<file path="config.mk">
export PLATFORM = sky130hd
export DESIGN_NAME = uart_rx_os16
export DESIGN_NICKNAME = d
export VERILOG_FILES = /design/src/rtl/uart_pkg.sv /design/src/rtl/uart_rx_sync.sv /design/src/rtl/uart_rx_os16.sv
export SDC_FILE = /design/constraint.sdc
export NUM_CORES = 1
export LEC_CHECK = 0
export ABC_AREA = 1
export BUFFER_PORTS_ARGS = -buffer_cell sky130_fd_sc_hd__buf_2
export CELL_PAD_IN_SITES_DETAIL_PLACEMENT = 0
export CELL_PAD_IN_SITES_GLOBAL_PLACEMENT = 1
export CORE_ASPECT_RATIO = 1.4
export CORE_UTILIZATION = 25
export DETAILED_ROUTE_END_ITERATION = 6
export GPL_TIMING_DRIVEN = 0
export PLACE_DENSITY = 0.56
export SKIP_LAST_GASP = 1
export SYNTH_ARGS = -nofsm -noshare
export SYNTH_HDL_FRONTEND = slang
export SYNTH_SLANG_ARGS = --single-unit
</file>
<file path="constraint.sdc">
create_clock -name clk -period 1.63 [get_ports clk]
set_clock_uncertainty 0.1 [all_clocks]
set_input_delay 0.2445 -clock clk [delete_from_list [all_inputs] [get_ports clk]]
set_output_delay 0.2445 -clock clk [all_outputs]
set_load 0.005 [all_outputs]
</file>
<file path="src/rtl/uart_pkg.sv">
// Shared UART definitions: receiver FSM states, oversampling constants, frame defaults.
// Pure declarations; no timing or flow control of its own.
package uart_pkg;

    typedef enum logic [2:0] {
        IDLE,
        START,
        DATA,
        PARITY,
        STOP
    } rx_state_e;

    localparam int OS_RATE     = 16;
    localparam int MID_TICK    = 7;
    localparam int DBIT_DEF    = 8;
    localparam int SB_TICK_DEF = 16;

    // Tick counter must cover both a full bit (OS_RATE) and the longest stop period.
    function automatic int tick_cnt_width(input int sb_tick);
        return $clog2((sb_tick > OS_RATE) ? sb_tick : OS_RATE);
    endfunction

endpackage

</file>
<file path="src/rtl/uart_rx_sync.sv">
// 2-flop synchroniser for the rx line (resets to idle-high) plus a falling-edge flag.
// Latency: rxs_o lags rx_i by 2 clk; no backpressure.
module uart_rx_sync (
    input  logic clk,
    input  logic reset,
    input  logic rx_i,
    output logic rxs_o,
    output logic fall_o
);

    logic meta_q;
    logic sync_q;
    logic prev_q;

    always_ff @(posedge clk or posedge reset) begin
        if (reset) begin
            meta_q <= 1'b1;
            sync_q <= 1'b1;
            prev_q <= 1'b1;
        end else begin
            meta_q <= rx_i;
            sync_q <= meta_q;
            prev_q <= sync_q;
        end
    end

    assign rxs_o  = sync_q;
    assign fall_o = prev_q & ~sync_q;

endmodule

</file>
<file path="src/rtl/uart_rx_os16.sv">
// 16x-oversampled UART receiver; rx_valid rises 1 clk after the stop-bit sample tick.
// Single-entry valid/ready output register: an unconsumed word is overwritten and flagged overrun.
module uart_rx_os16
    import uart_pkg::*;
#(
    parameter int DBIT       = DBIT_DEF,
    parameter int SB_TICK    = SB_TICK_DEF,
    parameter int PARITY_EN  = 0,
    parameter int PARITY_ODD = 0
) (
    input  logic            clk,
    input  logic            reset,
    input  logic            s_tick,
    input  logic            rx,
    output logic [DBIT-1:0] rx_data,
    output logic            rx_valid,
    input  logic            rx_ready,
    output logic            frame_err,
    output logic            parity_err,
    output logic            overrun
);

    localparam int S_W = tick_cnt_width(SB_TICK);
    localparam int N_W = (DBIT > 1) ? $clog2(DBIT) : 1;

    localparam logic [S_W-1:0] S_MID  = S_W'(MID_TICK);
    localparam logic [S_W-1:0] S_BIT  = S_W'(OS_RATE - 1);
    localparam logic [S_W-1:0] S_STOP = S_W'(SB_TICK - 1);
    localparam logic [N_W-1:0] N_LAST = N_W'(DBIT - 1);
    localparam logic           PAR_ODD = (PARITY_ODD != 0);

    logic rxs;
    logic rx_fall;

    rx_state_e       state_q, state_d;
    logic [S_W-1:0]  s_q, s_d;
    logic [N_W-1:0]  n_q, n_d;
    logic [DBIT-1:0] b_q, b_d;
    logic            p_err_q, p_err_d;
    logic            frame_done;
    logic            f_err;

    logic [DBIT-1:0] rx_data_q;
    logic            rx_valid_q;
    logic            frame_err_q;
    logic            parity_err_q;
    logic            overrun_q;

    uart_rx_sync u_sync (
        .clk    (clk),
        .reset  (reset),
        .rx_i   (rx),
        .rxs_o  (rxs),
        .fall_o (rx_fall)
    );

    always_ff @(posedge clk or posedge reset) begin
        if (reset) begin
            state_q <= IDLE;
            s_q     <= '0;
            n_q     <= '0;
            b_q     <= '0;
            p_err_q <= 1'b0;
        end else begin
            state_q <= state_d;
            s_q     <= s_d;
            n_q     <= n_d;
            b_q     <= b_d;
            p_err_q <= p_err_d;
        end
    end

    always_comb begin
        state_d    = state_q;
        s_d        = s_q;
        n_d        = n_q;
        b_d        = b_q;
        p_err_d    = p_err_q;
        frame_done = 1'b0;
        f_err      = 1'b0;

        unique case (state_q)
            IDLE: begin
                // Edge-triggered so a line held low (break) cannot restart a frame.
                if (rx_fall) begin
                    state_d = START;
                    s_d     = '0;
                end
            end
            START: begin
                if (s_tick) begin
                    if (s_q == S_MID) begin
                        if (!rxs) begin
                            state_d = DATA;
                            s_d     = '0;
                            n_d     = '0;
                        end else begin
                            state_d = IDLE;
                        end
                    end else begin
                        s_d = s_q + S_W'(1);
                    end
                end
            end
            DATA: begin
                if (s_tick) begin
                    if (s_q == S_BIT) begin
                        s_d = '0;
                        b_d = {rxs, b_q[DBIT-1:1]};
                        if (n_q == N_LAST) begin
                            state_d = (PARITY_EN != 0) ? PARITY : STOP;
                        end else begin
                            n_d = n_q + N_W'(1);
                        end
                    end else begin
                        s_d = s_q + S_W'(1);
                    end
                end
            end
            PARITY: begin
                if (s_tick) begin
                    if (s_q == S_BIT) begin
                        p_err_d = (^b_q ^ rxs) != PAR_ODD;
                        state_d = STOP;
                        s_d     = '0;
                    end else begin
                        s_d = s_q + S_W'(1);
                    end
                end
            end
            STOP: begin
                if (s_tick) begin
                    if (s_q == S_STOP) begin
                        f_err      = ~rxs;
                        frame_done = 1'b1;
                        state_d    = IDLE;
                    end else begin
                        s_d = s_q + S_W'(1);
                    end
                end
            end
            default: begin
                state_d = IDLE;
            end
        endcase
    end

    // A new word always wins; overrun records that the held word was lost unread.
    always_ff @(posedge clk or posedge reset) begin
        if (reset) begin
            rx_data_q    <= '0;
            rx_valid_q   <= 1'b0;
            frame_err_q  <= 1'b0;
            parity_err_q <= 1'b0;
            overrun_q    <= 1'b0;
        end else if (frame_done) begin
            rx_data_q    <= b_q;
            rx_valid_q   <= 1'b1;
            frame_err_q  <= f_err;
            parity_err_q <= (PARITY_EN != 0) ? p_err_q : 1'b0;
            overrun_q    <= rx_valid_q && !rx_ready;
        end else if (rx_valid_q && rx_ready) begin
            rx_valid_q   <= 1'b0;
        end
    end

    assign rx_data    = rx_data_q;
    assign rx_valid   = rx_valid_q;
    assign frame_err  = frame_err_q;
    assign parity_err = parity_err_q;
    assign overrun    = overrun_q;

endmodule
</file>
# [Yosys cells after proc, flatten, opt, wreduce, memory -nomap -nowiden]
# Cells that the tools add are included.
[word_totals] memories=0 ram_bits=0 latchBits=0 rom_bits=0 register_bits=32 out_inout_bits=12
[classes] n_reduce_logical=12 bitwise_logic=2 n_eq_ne=22 div=0 n_lt_le_gt_ge=0 n_shift=0 add_sub_neg=2 muxes=36 multipliers=0
[ops] op="3-bit two-way mux" count=16
[ops] op="4-bit two-way mux" count=8
[ops] op="2-bit != test (second input constant)" count=13
[ops] op="4-bit one-hot mux with 4 select lines" count=1
[ops] op="3-bit one-hot mux with 5 select lines" count=1
[ops] op="7-bit AND reduction" count=2
[ops] op="10-bit AND reduction" count=1
[ops] op="1-bit two-way mux" count=8
[ops] op="3-bit by 2-bit == test with 1-bit output (second input constant)" count=2
[ops] op="3-bit == test (second input constant)" count=2
[ops] op="3-bit one-hot mux with 2 select lines" count=1
[ops] op="4-bit by 1-bit adder with 4-bit output (second input constant)" count=1
[ops] op="4-bit by 3-bit == test with 1-bit output (second input constant)" count=1
[ops] op="4-bit == test (second input constant)" count=1
[ops] op="2-bit nonzero test" count=2
[ops] op="4-bit nonzero test" count=1
[ops] op="3-bit by 1-bit adder with 3-bit output (second input constant)" count=1
[ops] op="3-bit by 1-bit == test with 1-bit output (second input constant)" count=1
[ops] op="3-bit zero test" count=1
[ops] op="3-bit != test (second input constant)" count=1
[ops] op="3-bit AND reduction" count=1
[ops] op="1-bit logical AND" count=2
[ops] op="2-bit two-way mux" count=1
[ops] op="2-bit by 1-bit != test with 1-bit output (second input constant)" count=1
[ops] op="other kinds (4)" count=4

# [Longest topological paths before layout]
[logic_depth] depth_word=5 depth_mapped=9

# [Cells and area by module]
# A second synthesis with hierarchy kept.
[unflattened] cells_unflattened=201 area_unflattened_um2=1641.6
[modules_own_cells] mod="uart_rx_os16" seq_area_each_um2=725.7 n_inst=1 cells_per_inst=195 area_per_inst_um2=1549.0
[modules_own_cells] mod="uart_rx_sync" seq_area_each_um2=78.8 n_inst=1 cells_per_inst=6 area_per_inst_um2=92.6

# [Worst setup path after synthesis]
# Ideal clock, no wire load.
[synth_timing] kind="register to register" from="register s_q[0]" to="register b_q[7]" arrival_time_ns=1.209 path_stages_with_launch=8 path_slack_ns=0.200 cell_sequence="dfrtp_1 > ha_1 > nand3_2 > nor2_2 > nand3_2 > buf_2 > nand2_1 > o21ai_1"
[synth_between] elab_chain_cells=2
[synth_lines] element="from (decl)" line_no="uart_rx_os16.sv:36" rtl="logic [S_W-1:0] s_q, s_d;"
[synth_lines] element="from (signal assigned)" line_no="uart_rx_os16.sv:60" rtl="s_q <= '0;"
[synth_lines] element="from (signal assigned)" line_no="uart_rx_os16.sv:66" rtl="s_q <= s_d;"
[synth_lines] element="4-bit == test" line_no="uart_rx_os16.sv:107" rtl="if (s_q == S_BIT) begin"
[synth_lines] element="3-bit AND reduction (no source line)"
[synth_lines] element="to (signal assigned)" line_no="uart_rx_os16.sv:62" rtl="b_q <= '0;"
[synth_lines] element="to (signal assigned)" line_no="uart_rx_os16.sv:68" rtl="b_q <= b_d;"
[synth_lines] element="to (decl)" line_no="uart_rx_os16.sv:38" rtl="logic [DBIT-1:0] b_q, b_d;"
# Every way passes these cells.
# A chain may end at the register's enable or synchronous reset.

# [Worst setup path in the final report]
[layout_timing] from="register n_q[0]" to="register n_q[2]"
[layout_between] elab_chain_cells=5
[layout_lines] element="from (decl)" line_no="uart_rx_os16.sv:37" rtl="logic [N_W-1:0] n_q, n_d;"
[layout_lines] element="from (signal assigned)" line_no="uart_rx_os16.sv:67" rtl="n_q <= n_d;"
[layout_lines] element="3-bit by 1-bit adder with 3-bit output" line_no="uart_rx_os16.sv:113" rtl="n_d = n_q + N_W'(1);"
[layout_lines] element="3-bit two-way mux" line_no="uart_rx_os16.sv:110" rtl="if (n_q == N_LAST) begin"
[layout_lines] element="3-bit two-way mux" line_no="uart_rx_os16.sv:107"
[layout_lines] element="3-bit two-way mux" line_no="uart_rx_os16.sv:106" rtl="if (s_tick) begin"
[layout_lines] element="3-bit one-hot mux with 2 select lines" line_no="uart_rx_os16.sv:82" rtl="unique case (state_q)"
# Several ways; a longest one is shown, not always the timed one. The select of a mux whose other input is x is not followed.

==> impl_metrics.ini <==
[worst_setup_path]
critPathMaxFanout = 4
cp_num_buf_inv = 1
cpLargestDelayFamily = simple AND/OR/NAND/NOR gates
critPathKind = register to register
cp_common_cell = nand2_1
crit_chain = ha_1 > ha_1 > inv_1 > nand3_1 > nand2_2 > nand2_1 > nand2_1 > nand2_1
crit_path_end_kind = register
slowest_delay_ns = 0.41
required_ns = 1.71
cp_slowest_cell = dfrtp_1
arrival_ns = 1.60
cp-start-kind = register

[floorplan]
design.die.area_um2 = 6590
top_level_ports = 17
fp.coreArea_um2 = 5950
num_rows = 33
die_y_um = 95.6
die-width_um = 68.9
initial_core_util_pct = 26.3

[clock_network]
clock-sinks = 32
cts_tree = done
h-tree-depth = 2
root_buffer = clkbuf_8
clk_latency_ns = 0.29
cts.reportedPaths.clkPinSlew_ns = 0.08
clockBufferDepth = 2
cts_buffers = 5

[placed_design]
io_buffer_count = 15
placed_area_um2 = 1730
post-place-ws_ns = -0.0584
gp_congestion = 0.776
hpwl_um = 2370

[logic_synthesis]
yosys-top-cells-count = 56 x nand2_1, 29 x dfrtp_1, 22 x inv_1
synth_top_area_cell = dfrtp_1
synth_warnings = 0
synth.avg_cell_area_um2 = 8.07
ys.flop_type = dfrtp_1
synthArstFlopShare_pct = 100
syn_area_um2 = 1570
synth_edf_count = 0
ys_types = 23
ys_top_cells_by_area = dfrtp_1 46%, nand2_1 13%, nand3_1 6.1%
ys_ff_latch = 32
synth_nets = 202
synth.most_common_cell = nand2_1
netlist_instances = 194
yosysTopAreaCellShare_pct = 46.4
seq_area_frac_synth_pct = 51.4

[pwr]
power_density_nw_per_um2 = 1400
p_leak_uw = 0.000962
ir_worst_vdd_uv = 506
power.total_uw = 2700

[global_route]
grt_use_total_pct = 12.1
antenna_found_initial = 0
grt_pass1_wl_um = 5770
grt.overflow.total = 0
grt_max_degree = 33
grt_pass1_vias = 1255

[drt]
antenna_left = 0
drt-vias-per-instance = 4.31
via_count = 1251
totalWireLength_um = 3370
firstDrtPassIters = 4
wl_per_cell_um = 11.6
first_iter_violations = 40
remaining_drc_errors = 0

[timing]
min_period_ns = 1.52
hold_viol = 29
rsz0062_at_grt = true
max_slew_margin_pct = 54.5
max_freq_mhz = 660
layout_setup_ws_ns = 0.114
worst_pin_slew_ns = 0.682
final-max-slew-violation-count = 0
hold_ws_ns = -0.0422
setup_violations = 0
min_period_over_period_pct = 93.0

[flow_run]
drv_cap = 0

[cells_and_area]
final_util_pct = 32.5
syn2layout_area_growth_pct = 23.4
antennaDiodeCount = 0
nets = 227
fin_area_um2 = 1930
drive_gt1_share_pct = 25.5

[min_path]
hold_class = input pin to async pin

[run_status]
violations = negative hold slack
outcome = complete, but fails checks
-- flip-flops by register name, indices dropped and copies added (netlist names) --
signal,flops
frame_err,1
overrun,1
rx_valid,1
u_sync.prev_q,1
state_q,3
rx_data,8
u_sync.rxs_o,1
u_sync.meta_q,1
b_q,8
n_q,3
s_q,4
-- report_power, final --
| group | total [uW] | switching (uW) | internal [uW] |
|---|---|---|---|
| Sequential | 957 | 83.6 | 873 |
| Combinational | 978 | 653 | 325 |
| Clock | 769 | 316 | 452 |
| Total | 2700 | 1050 | 1650 |
-- final cells by class --
| cell class | instances | area (um^2) |
|---|---|---|
| Fill cell | 671 | 4010 |
| Sequential cell | 32 | 806 |
| Multi-Input combinational cell | 131 | 692 |
| Timing Repair Buffer | 18 | 100 |
| Inverter | 26 | 97.6 |
| Tap cell | 70 | 87.6 |
| Clock buffer | 5 | 68.8 |
| Clock inverter | 3 | 42.5 |
| Buffer | 5 | 37.5 |
-- cell usage in the layout (no fill, tap or decap) --
| cell type | Yosys | final |
|---|---|---|
| inv_1 | 22 | 20 |
| inv_2 | 4 | 6 |
| a31oi_1 | 1 | 1 |
| dfstp_2 | 3 | 3 |
| nor2_2 | 5 | 3 |
| clkbuf_8 | 0 | 5 |
| nand2_1 | 56 | 54 |
| dfrtp_2 | 0 | 1 |
| a21oi_1 | 2 | 2 |
| ha_1 | 3 | 2 |
| nand3_1 | 19 | 18 |
| nor2_4 | 2 | 5 |
| buf_4 | 2 | 7 |
| dfrtp_1 | 29 | 28 |
| buf_2 | 3 | 15 |
| xor2_1 | 1 | 1 |
| clkinv_2 | 0 | 1 |
| nand3b_1 | 1 | 1 |
| dlygate4sd3_1 | 0 | 1 |
| nand3_4 | 0 | 2 |
| o21ai_2 | 0 | 1 |
| nand3_2 | 2 | 1 |
| clkinvlp_4 | 0 | 1 |
| bufinv_16 | 0 | 1 |
| xnor2_1 | 1 | 1 |
| conb_1 | 1 | 1 |
| ha_4 | 0 | 1 |
| o31ai_1 | 1 | 1 |
| nor2_1 | 14 | 13 |
| o21ai_0 | 2 | 2 |
| o21ai_1 | 19 | 18 |
| nand2_2 | 1 | 3 |
-- layer usage --
metal / GRT usage [%] / vias up / part of all wire [%]
met2: 20.1 / 14 / 49
met1: 13.7 / 576 / 47
met3: 3.71 / 4 / 2.7
li1: - / 657 / -
met4: 6.12 / 0 / 1.6
met5: 0 / - / 0
-- cell families after synthesis --
| kind of cell | share of synthesized area (%) |
|---|---|
| simple gates | 28.5 |
| xor+xnor | 1.12 |
| other cells | 0.240 |
| flops | 51.4 |
| buf+inv | 8.15 |
| fa+ha+maj | 2.40 |
| compound gates | 8.23 |
-- repair_timing --
action / 4_1_cts / 5_1_grt
pin swaps: 0 / 1
buffers inserted: 1 / 1
hold buffers: 1 / 0
gates resized for setup: 7 / 10
endpoints found under the setup margin: 23 / 27
hold endpoints to repair: 1 / 0
gates cloned: 0 / 0
-- metrics by stage --
stage | std cells | TNS (ns)
2_1_floorplan | 194 | 0
3_3_place_gp | 279 | -0.182
3_5_place_dp | 279 | -0.218
4_1_cts | 289 | 0
5_1_grt | 290 | -0.192
6_report | 290 | 0
-- path summary, 6_finish.rpt --
path / startpoint / to / slack [ns] / cells past startpoint
min: reset / rx_data[6] / -0.04 / 2
min in group clk: rx_ready / rx_valid / 0.05 / 2
max in group asynchronous: reset / state_q[1] / 0.99 / 2
max reg2reg: n_q[0] / n_q[2] / 0.11 / 8
max: n_q[0] / n_q[2] / 0.11 / 8
min reg2reg: u_sync.meta_q / u_sync.rxs_o / 0.26 / 0
Power figures use the tool's default switching activity.
